--- config.mk ---
export PLATFORM = sky130hd
export DESIGN_NAME = snoop_bus_arbiter
export DESIGN_NICKNAME = d
export VERILOG_FILES = /design/src/rtl/snoop_bus_arbiter.sv
export SDC_FILE = /design/constraint.sdc
export NUM_CORES = 1
export LEC_CHECK = 0
export BUFFER_PORTS_ARGS = -buffer_cell sky130_fd_sc_hd__buf_2
export CORE_MARGIN = 2
export CORE_UTILIZATION = 45
export DETAILED_ROUTE_END_ITERATION = 10
export PLACE_DENSITY = 0.79
export SYNTH_ARGS = -nofsm -noshare
export SYNTH_HDL_FRONTEND = slang
export SYNTH_SLANG_ARGS = --single-unit
--- constraint.sdc ---
create_clock -name clk -period 5.35 [get_ports clk]
set_clock_uncertainty 0.1 [all_clocks]
set_input_delay 1.605 -clock clk [delete_from_list [all_inputs] [get_ports clk]]
set_output_delay 1.605 -clock clk [all_outputs]
set_load 0.02 [all_outputs]
--- src/rtl/snoop_bus_arbiter.sv ---
// Round-robin snooping-bus controller: IDLE -> SNOOP -> RESP, one transaction in flight.
// Optional flush-priority arbitration is enabled by defining SNOOP_BUS_FLUSH_EN.
module snoop_bus_arbiter #(
  parameter int N_CORES = 2,
  parameter int ADDR_W  = 32,
  parameter int DATA_W  = 32,
  parameter int IDX_W   = $clog2(N_CORES)
) (
  input  logic                        clk,
  input  logic                        reset,
  input  logic [N_CORES-1:0]          req_core,
  output logic [N_CORES-1:0]          grant_core,
  input  logic [2*N_CORES-1:0]        bus_operation_in,
  input  logic [ADDR_W*N_CORES-1:0]   bus_address_in,
  input  logic [DATA_W*N_CORES-1:0]   bus_data_in,
  input  logic [N_CORES-1:0]          cache_hit_in,
  input  logic [N_CORES-1:0]          flush_in,
  output logic [2*N_CORES-1:0]        bus_operation_out,
  output logic [ADDR_W*N_CORES-1:0]   bus_address_out,
  output logic [DATA_W*N_CORES-1:0]   bus_data_out,
  output logic [N_CORES-1:0]          cache_hit_out,
  output logic [N_CORES-1:0]          done
);

  localparam logic [1:0] OP_RD   = 2'b00;
  localparam logic [1:0] OP_RDX  = 2'b10;
  localparam logic [1:0] OP_NONE = 2'b11;

  typedef enum logic [1:0] {ST_IDLE, ST_SNOOP, ST_RESP} state_t;

  state_t                      r_state, w_next;
  logic [IDX_W-1:0]            r_ptr, r_owner;
  logic [1:0]                  r_op;
  logic [N_CORES-1:0]          r_grant, r_hit_out, r_done;
  logic [2*N_CORES-1:0]        r_op_out;
  logic [ADDR_W*N_CORES-1:0]   r_addr_out;
  logic [DATA_W*N_CORES-1:0]   r_data_out;

  logic [IDX_W-1:0]            w_win, w_src, w_ptr_next;
  logic [1:0]                  w_win_op;
  logic [ADDR_W-1:0]           w_win_addr;
  logic [N_CORES-1:0]          w_win_mask, w_owner_mask, w_peer_hit, w_resp_hit;
  logic [2*N_CORES-1:0]        w_snoop_op;
  logic [ADDR_W*N_CORES-1:0]   w_snoop_addr;
  logic [DATA_W*N_CORES-1:0]   w_resp_data;
  logic                        w_found;

  function automatic logic [IDX_W-1:0] lowest_idx(input logic [N_CORES-1:0] v);
    logic [IDX_W-1:0] idx;
    idx = '0;
    for (int i = N_CORES - 1; i >= 0; i--) begin
      if (v[i]) idx = IDX_W'(i);
    end
    return idx;
  endfunction

  // First requester at or after ptr, searching upward with wrap.
  function automatic logic [IDX_W-1:0] rr_pick(input logic [N_CORES-1:0] req,
                                               input logic [IDX_W-1:0]   ptr);
    logic [IDX_W-1:0] pick;
    logic             hit;
    int               j;
    pick = ptr;
    hit  = 1'b0;
    for (int i = 0; i < N_CORES; i++) begin
      j = int'(ptr) + i;
      j = (j >= N_CORES) ? j - N_CORES : j;
      if (!hit && req[j]) begin
        hit  = 1'b1;
        pick = IDX_W'(j);
      end
    end
    return pick;
  endfunction

  function automatic logic [N_CORES-1:0] onehot(input logic [IDX_W-1:0] idx);
    logic [N_CORES-1:0] v;
    v      = '0;
    v[idx] = 1'b1;
    return v;
  endfunction

`ifdef SNOOP_BUS_FLUSH_EN
  logic [N_CORES-1:0] w_flush_req;
  // Flushing requesters pre-empt round-robin; lowest index wins, broadcast as BusRdX.
  always_comb begin
    w_flush_req = flush_in & req_core;
    if (|w_flush_req) begin
      w_win    = lowest_idx(w_flush_req);
      w_win_op = OP_RDX;
    end else begin
      w_win    = rr_pick(req_core, r_ptr);
      w_win_op = bus_operation_in[2*int'(w_win) +: 2];
    end
  end
`else
  logic w_unused_flush;
  assign w_unused_flush = ^flush_in;
  // Pure round-robin winner selection.
  always_comb begin
    w_win    = rr_pick(req_core, r_ptr);
    w_win_op = bus_operation_in[2*int'(w_win) +: 2];
  end
`endif

  // Snoop broadcast for the candidate winner and response for the latched owner.
  always_comb begin
    w_found      = |req_core;
    w_win_addr   = bus_address_in[ADDR_W*int'(w_win) +: ADDR_W];
    w_win_mask   = onehot(w_win);
    w_owner_mask = onehot(r_owner);
    w_snoop_op   = {N_CORES{OP_NONE}};
    w_snoop_addr = '0;
    for (int i = 0; i < N_CORES; i++) begin
      if (i != int'(w_win)) begin
        w_snoop_op[2*i +: 2]        = w_win_op;
        w_snoop_addr[ADDR_W*i +: ADDR_W] = w_win_addr;
      end else begin
        w_snoop_op[2*i +: 2]        = OP_NONE;
        w_snoop_addr[ADDR_W*i +: ADDR_W] = '0;
      end
    end
    w_peer_hit  = cache_hit_in & ~w_owner_mask;
    w_src       = lowest_idx(w_peer_hit);
    w_resp_data = '0;
    w_resp_hit  = '0;
    if ((r_op == OP_RD || r_op == OP_RDX) && (|w_peer_hit)) begin
      w_resp_data[DATA_W*int'(r_owner) +: DATA_W] = bus_data_in[DATA_W*int'(w_src) +: DATA_W];
      w_resp_hit[r_owner] = 1'b1;
    end else begin
      w_resp_data = '0;
      w_resp_hit  = '0;
    end
    w_ptr_next = (r_owner == IDX_W'(N_CORES - 1)) ? '0 : r_owner + IDX_W'(1);
  end

  // Next-state logic; dropping the request during SNOOP aborts the transaction.
  always_comb begin
    w_next = r_state;
    case (r_state)
      ST_IDLE:  w_next = w_found ? ST_SNOOP : ST_IDLE;
      ST_SNOOP: w_next = req_core[r_owner] ? ST_RESP : ST_IDLE;
      ST_RESP:  w_next = ST_IDLE;
      default:  w_next = ST_IDLE;
    endcase
  end

  // State register.
  always_ff @(posedge clk or negedge reset) begin
    if (!reset) r_state <= ST_IDLE;
    else        r_state <= w_next;
  end

  // Registered datapath and outputs.
  always_ff @(posedge clk or negedge reset) begin
    if (!reset) begin
      r_ptr      <= '0;
      r_owner    <= '0;
      r_op       <= OP_NONE;
      r_grant    <= '0;
      r_op_out   <= {N_CORES{OP_NONE}};
      r_addr_out <= '0;
      r_data_out <= '0;
      r_hit_out  <= '0;
      r_done     <= '0;
    end else begin
      case (r_state)
        ST_IDLE: begin
          if (w_found) begin
            r_owner    <= w_win;
            r_op       <= w_win_op;
            r_grant    <= w_win_mask;
            r_op_out   <= w_snoop_op;
            r_addr_out <= w_snoop_addr;
          end
        end
        ST_SNOOP: begin
          r_op_out   <= {N_CORES{OP_NONE}};
          r_addr_out <= '0;
          if (req_core[r_owner]) begin
            r_data_out <= w_resp_data;
            r_hit_out  <= w_resp_hit;
            r_done     <= w_owner_mask;
          end else begin
            r_grant    <= '0;
          end
        end
        ST_RESP: begin
          r_grant    <= '0;
          r_data_out <= '0;
          r_hit_out  <= '0;
          r_done     <= '0;
          r_ptr      <= w_ptr_next;
        end
        default: begin
          r_grant    <= '0;
          r_op_out   <= {N_CORES{OP_NONE}};
          r_addr_out <= '0;
          r_data_out <= '0;
          r_hit_out  <= '0;
          r_done     <= '0;
        end
      endcase
    end
  end

  assign grant_core        = r_grant;
  assign bus_operation_out = r_op_out;
  assign bus_address_out   = r_addr_out;
  assign bus_data_out      = r_data_out;
  assign cache_hit_out     = r_hit_out;
  assign done              = r_done;

endmodule

Yosys cells after proc, flatten, opt, wreduce, memory -nomap -nowiden
Cells that the tools add are included.
{ "op_classes": {"eq_ne": 6, "n_shift": 5, "n_reduce_logical": 14, "n_mux": 42, "addsub": 5, "order_cmp": 8, "n_bitwise": 5} }
{ "op_table": {"columns": ["op", "count"], "rows": [
  ["64-bit one-hot mux with 2 select lines", 2],
  ["64-bit 2-to-1 mux", 3],
  ["32-bit 2-to-1 mux", 4],
  ["64-bit by 7-bit indexed part select with 32-bit output", 2],
  ["64-bit bitwise AND", 1],
  ["32-bit by 3-bit less-than comparator with 1-bit output (second input constant)", 2],
  ["32-bit by 33-bit variable shift with 64-bit output (first input constant)", 1],
  ["32-bit by 33-bit indexed part select with 64-bit output", 1],
  ["6-bit negation with 33-bit output", 1],
  ["1-bit 2-to-1 mux", 17],
  ["2-bit 2-to-1 mux", 8],
  ["2-bit one-hot mux with 2 select lines", 4],
  ["4-bit one-hot mux with 2 select lines", 1],
  ["2-bit AND reduction", 4],
  ["2-bit != test (second input constant)", 3],
  ["2-bit == test (second input constant)", 2],
  ["1-bit logical AND", 4],
  ["2-bit zero test", 2],
  ["1-bit by 2-bit less-than comparator with 1-bit output (second input constant)", 2],
  ["4-bit 2-to-1 mux", 1],
  ["2-bit OR reduction", 2],
  ["4-bit by 3-bit indexed part select with 2-bit output", 1],
  ["1-bit by 2-bit subtractor with 3-bit output (second input constant)", 1],
  ["2-bit by 2-bit subtractor with 3-bit output (second input constant)", 1],
  ["other kinds (12)", 15]
]} }
{ "totals": {"register_bits": 144, "in_bits": 140} }

Depth between registers and ports, before layout
{ "logic_depth": {"word_depth": 15, "depth_mapped": 7, "mapped_depth_nobuf": 3} }

Least setup slack after synthesis
No wires, ideal clock.
{ "synth_timing": {"kind": "input-to-reg", "startpoint": "in req_core[0]", "endpoint": "reg r_data_out[25], in the netlist bus_data_out[25]", "t_required_ps": 5130, "cell_stages": 6, "arrival_time_ps": 2616, "path_slack_ps": 2515, "path_cell_list": "mux2_4 > buf_6 > a21o_1 > buf_6 > buf_6 > a31o_1"} }
{ "synth_via": {"elab_chain_cells": 4} }
{ "synth_rtl": {"columns": ["element", "line_no", "source"], "rows": [
  ["start: declaration", "11", "input logic [N_CORES-1:0] req_core,"],
  ["1-bit 2-to-1 mux (not written as such) (2 in a row)", "180", "if (req_core[r_owner]) begin"],
  ["2-bit != test (no line)", null, null],
  ["2-bit AND reduction (no line)", null, null],
  ["end signal: assignment", "181", "r_data_out <= w_resp_data;"],
  ["end: declaration", "37", "logic [DATA_W*N_CORES-1:0] r_data_out;"]
]} }
Every way passes these cells. The select of a mux whose other input is x is not followed.
A chain may end at the register's enable or synchronous reset.

Final worst setup path
{ "layout_timing": {"startpoint": "in req_core[0]", "endpoint": "reg r_data_out[33], in the netlist bus_data_out[33]"} }
The elaborated chain is that of the path after synthesis.

==> flow_metrics.py <==
metrics = {
    "cells_and_area": {
        "fin_area_sq_um": 7720,
        "n_antenna_cell": 0,
        "drive_gt1_share_pct": 46.2,
        "flow.area_growth_from_synthesis_pct": 36.3,
        "final_nets": 833,
    },
    "routing": {
        "drt-vias-per-instance": 5.35,
        "wl_per_cell_microns": 17.8,
        "first_pass_iters": 4,
        "drc": 0,
        "num_vias": 4674,
        "antenna_left": 0,
        "wirelength_microns": 15500,
        "drt_first_iter_violations": 273,
    },
    "global_routing": {
        "grt_max_degree": 84,
        "antenna_found_initial": 0,
        "grt_pass1_wl_microns": 23200,
        "gr-total-overflow": 0,
        "grt_pass1_vias": 4588,
        "track_usage_pct": 22.3,
    },
    "synth": {
        "seq_area_frac_synth_pct": 63.2,
        "synth_compound_area_share_pct": 26.3,
        "yosys.area_share.adder_pct": 0,
        "synth_cell_types": 34,
        "synthTopCellsByArea": "dfrtp_1 (61%), a22o_1 (14%), a211oi_1 (4.2%)",
        "synth_top_family_by_area": "compound AO/OA/AOI/OAI gates",
        "synth_largest_area_cell": "dfrtp_1",
        "synth_top_cell_area_share_pct": 60.9,
        "syn_area_sq_um": 5670,
        "ys_ff_latch": 143,
        "synth-xor-area-share_pct": 0,
        "syn_inst": 439,
        "synth_area_per_cell_sq_um": 12.9,
        "synthSimpleGateAreaFrac_pct": 2.63,
        "yosysWarningCount": 0,
        "synth_nets": 579,
        "synthMuxAreaShare_pct": 0.993,
    },
    "critical_path": {
        "critPathKind": "in2reg",
        "endpoint_kind": "flop",
        "path_max_fanout": 37,
        "crit_path_start_kind": "primary input",
        "required_ns": 5.60,
        "rr_worst_depth": 4,
        "critPathArrivalTime_ns": 3.61,
    },
    "floorplanning": {
        "initial_core_util_pct": 46.6,
        "core_area_sq_um": 12200,
        "die_h_microns": 116,
        "io_pins": 278,
        "num_rows": 40,
        "dieArea_sq_um": 13500,
        "die_x_microns": 116,
    },
    "clocking": {
        "clock_latency_ns": 0.41,
        "post_cts_buffers": 0,
        "clock_path_buffers": 2,
        "cts.clk_slew.worst_paths_ns": 0.06,
        "cts_buffers": 17,
        "cts.sink_count": 143,
        "postCtsHoldBufs": 0,
        "cts_resized": 0,
        "cts_tree": "done",
        "cts_root_buf": "clkbuf_16",
        "htreeDepth": 4,
    },
    "power_and_ir_drop": {
        "p_per_area_nw_per_um2": 549,
        "ir_drop_uv": 346,
        "p_leak_nw": 4.15,
    },
    "min_path": {
        "hold_class": "reg2reg",
        "hold_depth": 1,
    },
    "sta": {
        "max_clock_freq_mhz": 297,
        "setup_violations": 0,
        "fin_tns_setup_ns": 0,
        "hold_viol": 0,
        "layout_worst_path_cycle_share_pct": 62.8,
        "rsz0062_at_grt": "no",
        "tightest_slew_ns": 1.35,
        "fin_crit_ns": 3.36,
        "holdWs_ns": 0.387,
        "report.final.slew_viol_count": 0,
        "max_slew_margin_pct": 10.1,
    },
    "outcome": {
        "status": "finished, final reports clean",
    },
    "run": {
        "maxCapViolCount": 0,
    },
    "place": {
        "dpl_cell_area_sq_um": 7070,
        "routabilityCongestion": 0.774,
        "io_buffers": 275,
        "hpwl_microns": 10600,
    },
}
-- cells by family (layout without fill, tap and decap cells) --
logic type             Yosys count  after routing
DFF                            143            143
buffers and inverters           86            353
AOI/OAI and AO/OA              179            179
and+or+nand+nor                 26             26
muxes                            5              5
-- state kept, by name, indices dropped and copies added, names as in the netlist, 2 cells and up --
register	flops
bus_data_out	64
bus_operation_out	4
grant_core	2
r_state	2
done	2
bus_address_out	64
cache_hit_out	2
-- power by group --
part | internal [mW] | total, mW | switching [mW]
sequential | 1.36 | 1.51 | 0.159
combinational | 0.485 | 1.43 | 0.943
clock | 0.844 | 1.30 | 0.453
total | 2.68 | 4.24 | 1.56
-- critical path, stage by stage --
cell,delay (ns)
buf_2,0.17
mux2_4,0.46
a21oi_2,1.04
a22o_1,0.30
-- layout make-up --
| class | count | area (sq um) |
|---|---|---|
| sequential | 143 | 3580 |
| clock buffer | 20 | 447 |
| clock inverter | 12 | 206 |
| fill | 943 | 4440 |
| tap | 168 | 210 |
| timing repair buffer | 281 | 1430 |
| inverter | 40 | 150 |
| multi-input combinational | 210 | 1700 |
-- cells in the mapped netlist, drive strengths merged --
master,n
dfrtp,138
a22o,93
inv,40
a211oi,32
a31o,32
buf,28
clkbuf,18
a21oi,5
dfstp,5
nor2,5
nand2,4
nand2b,4
o21ai,4
o22a,4
and3,3
mux2i,3
nand4,3
a21o,2
a2bb2oi,2
mux2,2
nand3,2
nor3,2
o2111ai,2
and3b,1
and4,1
nor3b,1
o211ai,1
o21ba,1
o21bai,1
-- per-layer routing --
layer	track usage [%]	vias to the layer above	share of wire [%]
met5	0	-	0
met4	9.05	0	1.7
met3	7.47	20	8.2
met2	37.4	211	49
met1	26.6	2300	41
li1	-	2143	-
-- path summary, 6_finish.rpt --
path	from	end	slack, ns
max	req_core[0]	bus_data_out[33]	1.99
min	cache_hit_out[0]	cache_hit_out[0]	0.39
max reg2reg	r_state[0]	bus_data_out[3]	2.72
min reg2reg	cache_hit_out[0]	cache_hit_out[0]	0.39
max in group asynchronous	reset	bus_address_out[21]	3.08
min in group asynchronous	reset	bus_data_out[20]	1.15
-- placed cells by master (no fill, tap or decap), drive strengths merged, types with 2 or more instances in the layout --
| cell | n |
|---|---|
| clkinv | 4 |
| a211oi | 32 |
| dfrtp | 138 |
| a2bb2oi | 2 |
| a21oi | 5 |
| inv | 42 |
| nand2 | 4 |
| nand2b | 4 |
| a21o | 2 |
| bufinv | 5 |
| and3 | 3 |
| o2111ai | 2 |
| nor3 | 2 |
| nand4 | 3 |
| clkbuf | 20 |
| mux2 | 2 |
| dfstp | 5 |
| buf | 281 |
| nor2 | 5 |
| o22a | 4 |
| o21ai | 4 |
| mux2i | 3 |
| nand3 | 2 |
| a22o | 93 |
| a31o | 32 |
-- per-stage QoR --
| stage | util [%] | std cells | setup slack, ns | total power [mW] |
|---|---|---|---|---|
| final | 63.5 | 874 | 1.99 | 4.24 |
| after global routing | 63.5 | 874 | 1.92 | 4.45 |
| after CTS | 63.5 | 874 | 2.04 | 4.27 |
| after detailed placement | 58.1 | 842 | 1.57 | 2.96 |
| after global placement | 58.1 | 842 | 1.69 | 2.91 |
| after floorplan | - | 439 | 2.51 | 2.51 |
(Power assumes the default switching activity.)
